===== config.mk =====
export PLATFORM = sky130hd
export DESIGN_NAME = paddle_reader_multi_flat
export DESIGN_NICKNAME = d
export VERILOG_FILES = /design/src/rtl/paddle_reader_multi_if.sv /design/src/rtl/paddle_reader_multi.sv /design/src/flat_wrapper.sv
export SDC_FILE = /design/constraint.sdc
export NUM_CORES = 1
export LEC_CHECK = 0
export CAP_MARGIN = 10
export CORE_MARGIN = 4
export CORE_UTILIZATION = 45
export CTS_BUF_LIST = sky130_fd_sc_hd__clkbuf_2
export CTS_CLUSTER_SIZE = 8
export DETAILED_ROUTE_END_ITERATION = 10
export PLACE_DENSITY = 0.67
export SYNTH_ARGS = -nofsm -noshare
export SYNTH_HDL_FRONTEND = slang
export SYNTH_SLANG_ARGS = --single-unit

===== constraint.sdc =====
create_clock -name clk -period 1.1 [get_ports clk]
set_input_delay 0.33 -clock clk [delete_from_list [all_inputs] [get_ports clk]]
set_output_delay 0.33 -clock clk [all_outputs]
set_load 0.02 [all_outputs]

===== src/rtl/paddle_reader_multi_if.sv =====
// Paddle reader bus: raster timing and paddle pins in,
// published positions, presence flags and update strobe out.
interface paddle_reader_multi_if #(
  parameter int NCH   = 2,
  parameter int VBITS = 9,
  parameter int PBITS = 8
);
  logic [VBITS-1:0]     vpos;
  logic                 vsync;
  logic [NCH-1:0]       paddle;
  logic [NCH*PBITS-1:0] pos;
  logic [NCH-1:0]       present;
  logic                 update;

  // Timing/pin side drives the raster and paddles.
  modport master (
    output vpos,
    output vsync,
    output paddle,
    input  pos,
    input  present,
    input  update
  );

  // Reader side consumes them and publishes results.
  modport slave (
    input  vpos,
    input  vsync,
    input  paddle,
    output pos,
    output present,
    output update
  );
endinterface


===== src/rtl/paddle_reader_multi.sv =====
// Multi-channel paddle capture: latches the scanline of each
// paddle's first rise per frame and publishes it on vsync.
module paddle_reader_multi #(
  parameter int NCH    = 2,
  parameter int VBITS  = 9,
  parameter int PBITS  = 8,
  parameter int VMIN   = 0,
  parameter int FILTER = 0
) (
  input logic clk,
  input logic reset,
  paddle_reader_multi_if.slave bus
);

  logic [NCH-1:0] s1_q;
  logic [NCH-1:0] s2_q;
  logic [NCH-1:0] s3_q;
  logic           vsync_d_q;

  logic [NCH-1:0] edge_w;
  logic           vs_rise_w;

  logic [31:0]      off_w;
  logic             sat_w;
  logic [PBITS-1:0] raw_w;

  logic [NCH-1:0][PBITS-1:0] cap_q;
  logic [NCH-1:0][PBITS-1:0] pos_q;
  logic [NCH-1:0][PBITS-1:0] pos_d;
  logic [PBITS:0]            sum_w [NCH];

  logic [NCH-1:0] captured_q;
  logic [NCH-1:0] captured_d;
  logic [NCH-1:0] present_q;
  logic           update_q;

  // Rising edges of synchronised paddles and of in-domain vsync.
  always_comb begin
    edge_w    = s2_q & ~s3_q;
    vs_rise_w = bus.vsync & ~vsync_d_q;
  end

  // Offset-corrected, saturated scanline shared by all channels.
  always_comb begin
    if (32'(bus.vpos) < 32'(VMIN)) begin
      off_w = 32'd0;
    end else begin
      off_w = 32'(bus.vpos) - 32'(VMIN);
    end
    sat_w = |(off_w >> PBITS);
    raw_w = sat_w ? '1 : off_w[PBITS-1:0];
  end

  // Value to publish per channel: raw capture or rounded average.
  always_comb begin
    for (int i = 0; i < NCH; i++) begin
      sum_w[i] = {1'b0, pos_q[i]} + {1'b0, cap_q[i]}
               + (PBITS+1)'(1);
      if (FILTER != 0) begin
        pos_d[i] = PBITS'(sum_w[i] >> 1);
      end else begin
        pos_d[i] = cap_q[i];
      end
    end
  end

  // Frame close frees every channel before this cycle's edge is
  // considered, so an edge on the vsync cycle opens the new frame.
  always_comb begin
    captured_d = vs_rise_w ? '0 : captured_q;
  end

  // Two-flop synchroniser plus edge history; vsync history.
  always_ff @(posedge clk) begin
    if (reset) begin
      s1_q      <= '1;
      s2_q      <= '1;
      s3_q      <= '1;
      vsync_d_q <= 1'b1;
    end else begin
      s1_q      <= bus.paddle;
      s2_q      <= s1_q;
      s3_q      <= s2_q;
      vsync_d_q <= bus.vsync;
    end
  end

  // First edge per frame latches the scanline; later ones ignored.
  always_ff @(posedge clk) begin
    if (reset) begin
      cap_q      <= '0;
      captured_q <= '0;
    end else begin
      for (int i = 0; i < NCH; i++) begin
        if (edge_w[i] && !captured_d[i]) begin
          cap_q[i]      <= raw_w;
          captured_q[i] <= 1'b1;
        end else begin
          captured_q[i] <= captured_d[i];
        end
      end
    end
  end

  // Publish positions and presence at the start of vsync.
  always_ff @(posedge clk) begin
    if (reset) begin
      pos_q     <= '0;
      present_q <= '0;
      update_q  <= 1'b0;
    end else begin
      update_q <= vs_rise_w;
      if (vs_rise_w) begin
        present_q <= captured_q;
        for (int i = 0; i < NCH; i++) begin
          if (captured_q[i]) begin
            pos_q[i] <= pos_d[i];
          end
        end
      end
    end
  end

  assign bus.pos     = pos_q;
  assign bus.present = present_q;
  assign bus.update  = update_q;

endmodule


===== src/flat_wrapper.sv =====
// flat-port wrapper written by rule: the top's interface ports become plain ports
module paddle_reader_multi_flat 
#(
  parameter int NCH    = 2,
  parameter int VBITS  = 9,
  parameter int PBITS  = 8,
  parameter int VMIN   = 0,
  parameter int FILTER = 0
)
  (clk, reset, bus_vpos, bus_vsync, bus_paddle, bus_pos, bus_present, bus_update);
  paddle_reader_multi_if #(.NCH(NCH), .VBITS(VBITS), .PBITS(PBITS)) bus_i ();
  input logic clk;
  input logic reset;
  input wire logic [$bits(bus_i.vpos)-1:0] bus_vpos;
  input wire logic [$bits(bus_i.vsync)-1:0] bus_vsync;
  input wire logic [$bits(bus_i.paddle)-1:0] bus_paddle;
  output wire logic [$bits(bus_i.pos)-1:0] bus_pos;
  output wire logic [$bits(bus_i.present)-1:0] bus_present;
  output wire logic [$bits(bus_i.update)-1:0] bus_update;
  assign bus_i.vpos = bus_vpos;
  assign bus_i.vsync = bus_vsync;
  assign bus_i.paddle = bus_paddle;
  assign bus_pos = bus_i.pos;
  assign bus_present = bus_i.present;
  assign bus_update = bus_i.update;
  paddle_reader_multi #(.NCH(NCH), .VBITS(VBITS), .PBITS(PBITS), .VMIN(VMIN), .FILTER(FILTER)) u_core (.clk(clk), .reset(reset), .bus(bus_i));
endmodule

==> Word-level counts from Yosys, hierarchy flattened <==
Index checks and enable logic that the tools add are counted.
{ "totals": {"register_bits": 44, "input_bits": 14, "wordCells": 25} }
{ "op_classes": {"muxes": 4, "bitwise_logic": 4, "n_reduce_logical": 6} }
{ "op_table": {"columns": ["operator", "count"], "rows": [
  ["2-to-1 mux 8 bit", 1],
  ["AND reduction 2 bit", 2],
  ["bitwise AND 2 bit", 1],
  ["logical AND 1 bit", 2],
  ["zero test 1 bit", 2],
  ["2-to-1 mux 1 bit", 2],
  ["2-to-1 mux 2 bit", 1],
  ["inverter 2 bit", 1],
  ["bitwise AND 1 bit", 1],
  ["inverter 1 bit", 1]
]} }

==> Depth between registers and ports, before layout <==
{ "logic_depth": {"depth_word": 6, "ltp_mapped": 4} }

==> Least setup slack after synthesis <==
No wires, ideal clock.
{ "synth_path": {"path_kind": "register to register", "startpoint": "reg u_core.vsync_d_q", "endpoint": "reg u_core.cap_q[12] in the netlist's numbering", "setup_ns": 0.123, "arrival_time_ns": 0.862, "required_time_ns": 0.977, "setup_slack_ns": 0.115, "stages_incl_launch_ff": 5, "path_buffers": 1, "path_cell_list": "dfxtp_1 nand2b_4 a21o_1 buf_6 mux2i_1"} }
{ "synth_between": {"elab_chain_len": 5} }
{ "synth_lines": {"columns": ["item", "line", "text"], "rows": [
  ["start: declaration", "paddle_reader_multi.sv:18", "logic vsync_d_q;"],
  ["start signal: assignment", "paddle_reader_multi.sv:84", "vsync_d_q <= bus.vsync;"],
  ["inverter 1 bit", "paddle_reader_multi.sv:40", "vs_rise_w = bus.vsync & ~vsync_d_q;"],
  ["bitwise AND 1 bit", "paddle_reader_multi.sv:40", null],
  ["2-to-1 mux 2 bit", "paddle_reader_multi.sv:70", "captured_d = vs_rise_w ? '0 : captured_q;"],
  ["zero test 1 bit", "paddle_reader_multi.sv:95", "if (edge_w[i] && !captured_d[i]) begin"],
  ["logical AND 1 bit", "paddle_reader_multi.sv:95", null],
  ["end signal: indexed assignment", "paddle_reader_multi.sv:96", "cap_q[i] <= raw_w;"],
  ["end: declaration", "paddle_reader_multi.sv:27", "logic [NCH-1:0][PBITS-1:0] cap_q;"]
]} }
No other way between the ends.
A chain may end at the register's enable or synchronous reset.

==> Worst setup path in the final report <==
{ "layout_path": {"startpoint": "reg u_core.pos_q, in the netlist u_core.bus.pos[8]", "endpoint": "out bus_pos[8]"} }
{ "layout_lines": {"columns": ["item", "line", "text"], "rows": [
  ["start: declaration", "paddle_reader_multi.sv:28", "logic [NCH-1:0][PBITS-1:0] pos_q;"],
  ["start signal: indexed assignment", "paddle_reader_multi.sv:117", "pos_q[i] <= pos_d[i];"],
  ["end: declaration", "flat_wrapper.sv:17", "output wire logic [$bits(bus_i.pos)-1:0] bus_pos;"]
]} }
No word-level cell between the ends.

==> impl_metrics.env <==
export IMPL_place_hpwl_mm=2.24
export IMPL_ys_async_sr_fraction_pct=0
export IMPL_setup_viol=19
export IMPL_swShare_pct=23.8
export IMPL_yosys_warnings=0
export IMPL_p_switching_uw=588
export IMPL_grt_pass1_wl_mm=5.42
export IMPL_synth_edff_count=0
export IMPL_critPathMaxFanout=2
export IMPL_die_w_um=68.0
export IMPL_setup_ws_ps=-139
export IMPL_area_growth_pct=35.6
export IMPL_yosysSeqAreaShare_pct=54.4
export IMPL_dp_worst_setup_slack_ps=-617
export IMPL_vias_per_cell=4.74
export IMPL_grt_total_usage_pct=16.5
export IMPL_cp_top_family="flip-flops"
export IMPL_synth_net_count=163
export IMPL_grt_setup_unrepaired="yes"
export IMPL_root_buffer="clkbuf_2"
export IMPL_tritoncts="built"
export IMPL_slew_viol_final=0
export IMPL_worst_skew_pair_late_latency_ps=400
export IMPL_ir_drop_mv=0.700
export IMPL_clock_path_buffers=2
export IMPL_worst_setup_path_end_kind="output pin"
export IMPL_yosysTopAreaCell="dfxtp_1"
export IMPL_synth_top_area_share_pct=54.4
export IMPL_fin_skew_ps=17.1
export IMPL_fillCellCount=297
export IMPL_grt_max_degree=41
export IMPL_overflow=0
export IMPL_cp_data_arrival_time_ps=910
export IMPL_fin_setup_tns_ps=-2220
export IMPL_synth_main_ff_cell="dfxtp_1"
export IMPL_final_cell_area_mm2=0.00219
export IMPL_drtIter0Drc=44
export IMPL_htree_levels=2
export IMPL_num_rows=21
export IMPL_path_clk_slew_ps=210
export IMPL_p_per_area_mw_per_mm2=1130
export IMPL_netlist_top_cells_count="dfxtp_1, mux2i_1, nand2b_1"
export IMPL_routabilityCongestion=0.724
export IMPL_fmax_mhz=807
export IMPL_seqPwrFrac_pct=66.6
export IMPL_firstDrtPassIters=4
export IMPL_p_clk_share_pct=25.7
export IMPL_grt_pass1_vias=1149
export IMPL_vias=1143
export IMPL_min_period_ps=1240
export IMPL_hold_viol=0
export IMPL_crit_required_ps=770
export IMPL_die_y_um=68.0
export IMPL_slew_headroom_pct=79.0
export IMPL_cts_hold_buf=0
export IMPL_numClockSinks=44
export IMPL_post_synth_cell_area_avg_um2=10.9
export IMPL_path_cells="buf_6"
export IMPL_leakagePower_nw=1.09
export IMPL_synthCells=149
export IMPL_placed_area_mm2=0.00207
export IMPL_holdCritPathClass="input port to flip-flop"
export IMPL_yosysMostFrequentCell="dfxtp_1"
export IMPL_cap_violations=0
export IMPL_fin_nets=208
export IMPL_ios=33
export IMPL_start_util_pct=47.4
export IMPL_drc_errors=0
export IMPL_wl_mm=3.17
export IMPL_dieArea_mm2=0.00462
export IMPL_yosysUniqueCellTypes=15
export IMPL_path_buf_inv=1
export IMPL_finish_utilization_pct=64.2
export IMPL_intPower_mw=1.88
export IMPL_antenna_found_initial=0
export IMPL_finalCritPeriodShare_pct=113
export IMPL_violations="negative setup slack"
export IMPL_status="complete, but fails checks"
export IMPL_netlist_top_cells_area="dfxtp_1, mux2i_1, nand2b_1"
export IMPL_pwr_share_comb_pct=7.7
export IMPL_cp_slowest_cell="dfxtp_2"
export IMPL_crit_path_start_kind="flip-flop"
export IMPL_layout_drive_gt1_share_pct=33.8
export IMPL_cpPeakStageDelay_ps=390
export IMPL_post_synth_instance_area_mm2=0.00162
export IMPL_antenna_cells=0
export IMPL_worstSetupPathType="flip-flop to output pin"
export IMPL_synth_seq_cells=44
export IMPL_wl_per_cell_um=13.2
export IMPL_antenna_left=0
export IMPL_worst_slew_pin_slew_ps=314
export IMPL_cts_buffers=5
export IMPL_io_buffers=32
export IMPL_core_mm2=0.00342
## through the flow
| stage | std cells | hold slack [ps] | power [mW] |
|---|---|---|---|
| final | 241 | 375 | 2.47 |
| after global routing | 241 | 345 | 2.58 |
| after CTS | 239 | 345 | 2.50 |
| after detailed placement | 231 | 399 | 1.87 |
| after global placement | 231 | 385 | 1.86 |
| after floorplan | 149 | 383 | 1.77 |
## per-layer routing
layer	track usage, %	vias up	share of wire [%]
met5	0	-	0
met1	18.8	527	44
met3	5.25	7	4.6
met2	27.2	24	49
met4	8.93	0	2.1
li1	-	585	-
## final timing paths
path                                    end  depth (start not counted)  slack (ps)                           start
max                              bus_pos[8]                          1        -140  u_core.bus.pos[8]$_SDFFE_PP0P_
min             u_core.vsync_d_q$_SDFF_PP1_                          2         370                       bus_vsync
max reg2reg  u_core.bus.pos[4]$_SDFFE_PP0P_                          4          20     u_core.vsync_d_q$_SDFF_PP1_
min reg2reg       u_core.s2_q[0]$_SDFF_PP1_                          1         430       u_core.s1_q[0]$_SDFF_PP1_
## power by group through the flow
stage	registers (mW)	logic, mW	clock network [mW]
6_report	1.64	0.191	0.636
5_1_grt	1.65	0.208	0.725
4_1_cts	1.64	0.192	0.667
3_5_place_dp	1.68	0.189	0
3_3_place_gp	1.67	0.184	0
2_1_floorplan	1.67	0.0964	0
## state kept, by name, summed over array words and instances, names as in the netlist
name                flops
u_core.captured_q       2
u_core.vsync_d_q        1
u_core.cap_q           16
u_core.bus.present      2
u_core.s2_q             2
u_core.s1_q             2
u_core.s3_q             2
u_core.bus.pos         16
u_core.bus.update       1
## area by class of cell
type / count / area (µm²) / share of cell area (%)
well taps: 46 / 57.6 / 2.62
repair buffers: 48 / 495 / 22.6
flip-flops and latches: 44 / 907 / 41.4
clock buffers: 5 / 25.0 / 1.14
multi-input cells: 95 / 694 / 31.7
clock inverters: 3 / 13.8 / 0.627
## kinds of logic (layout without fill, tap and decap cells)
| group | Yosys count | after routing | synth area share [%] |
|---|---|---|---|
| buf+inv | 10 | 56 | 3.56 |
| simple gates | 49 | 49 | 16.3 |
| flops | 44 | 44 | 54.4 |
| compound gates | 14 | 14 | 5.88 |
| mux | 32 | 32 | 19.8 |
## cell usage in the layout, fill, tap and decap left out, types with 7 or more instances in the layout
cell / count
mux2i_1: 32
dfxtp_1: 23
buf_6: 21
dfxtp_2: 21
nand2b_1: 18
nor2_1: 17
clkdlybuf4s50_1: 12
buf_4: 12
o21bai_1: 8
or2_1: 7
## what timing repair did
action                     CTS  global route
setup endpoints to repair   39            32
pin swaps                    0             2
gates resized for setup    138             4
setup buffers                0             2
Note: power is estimated with default switching activity, not from simulation.
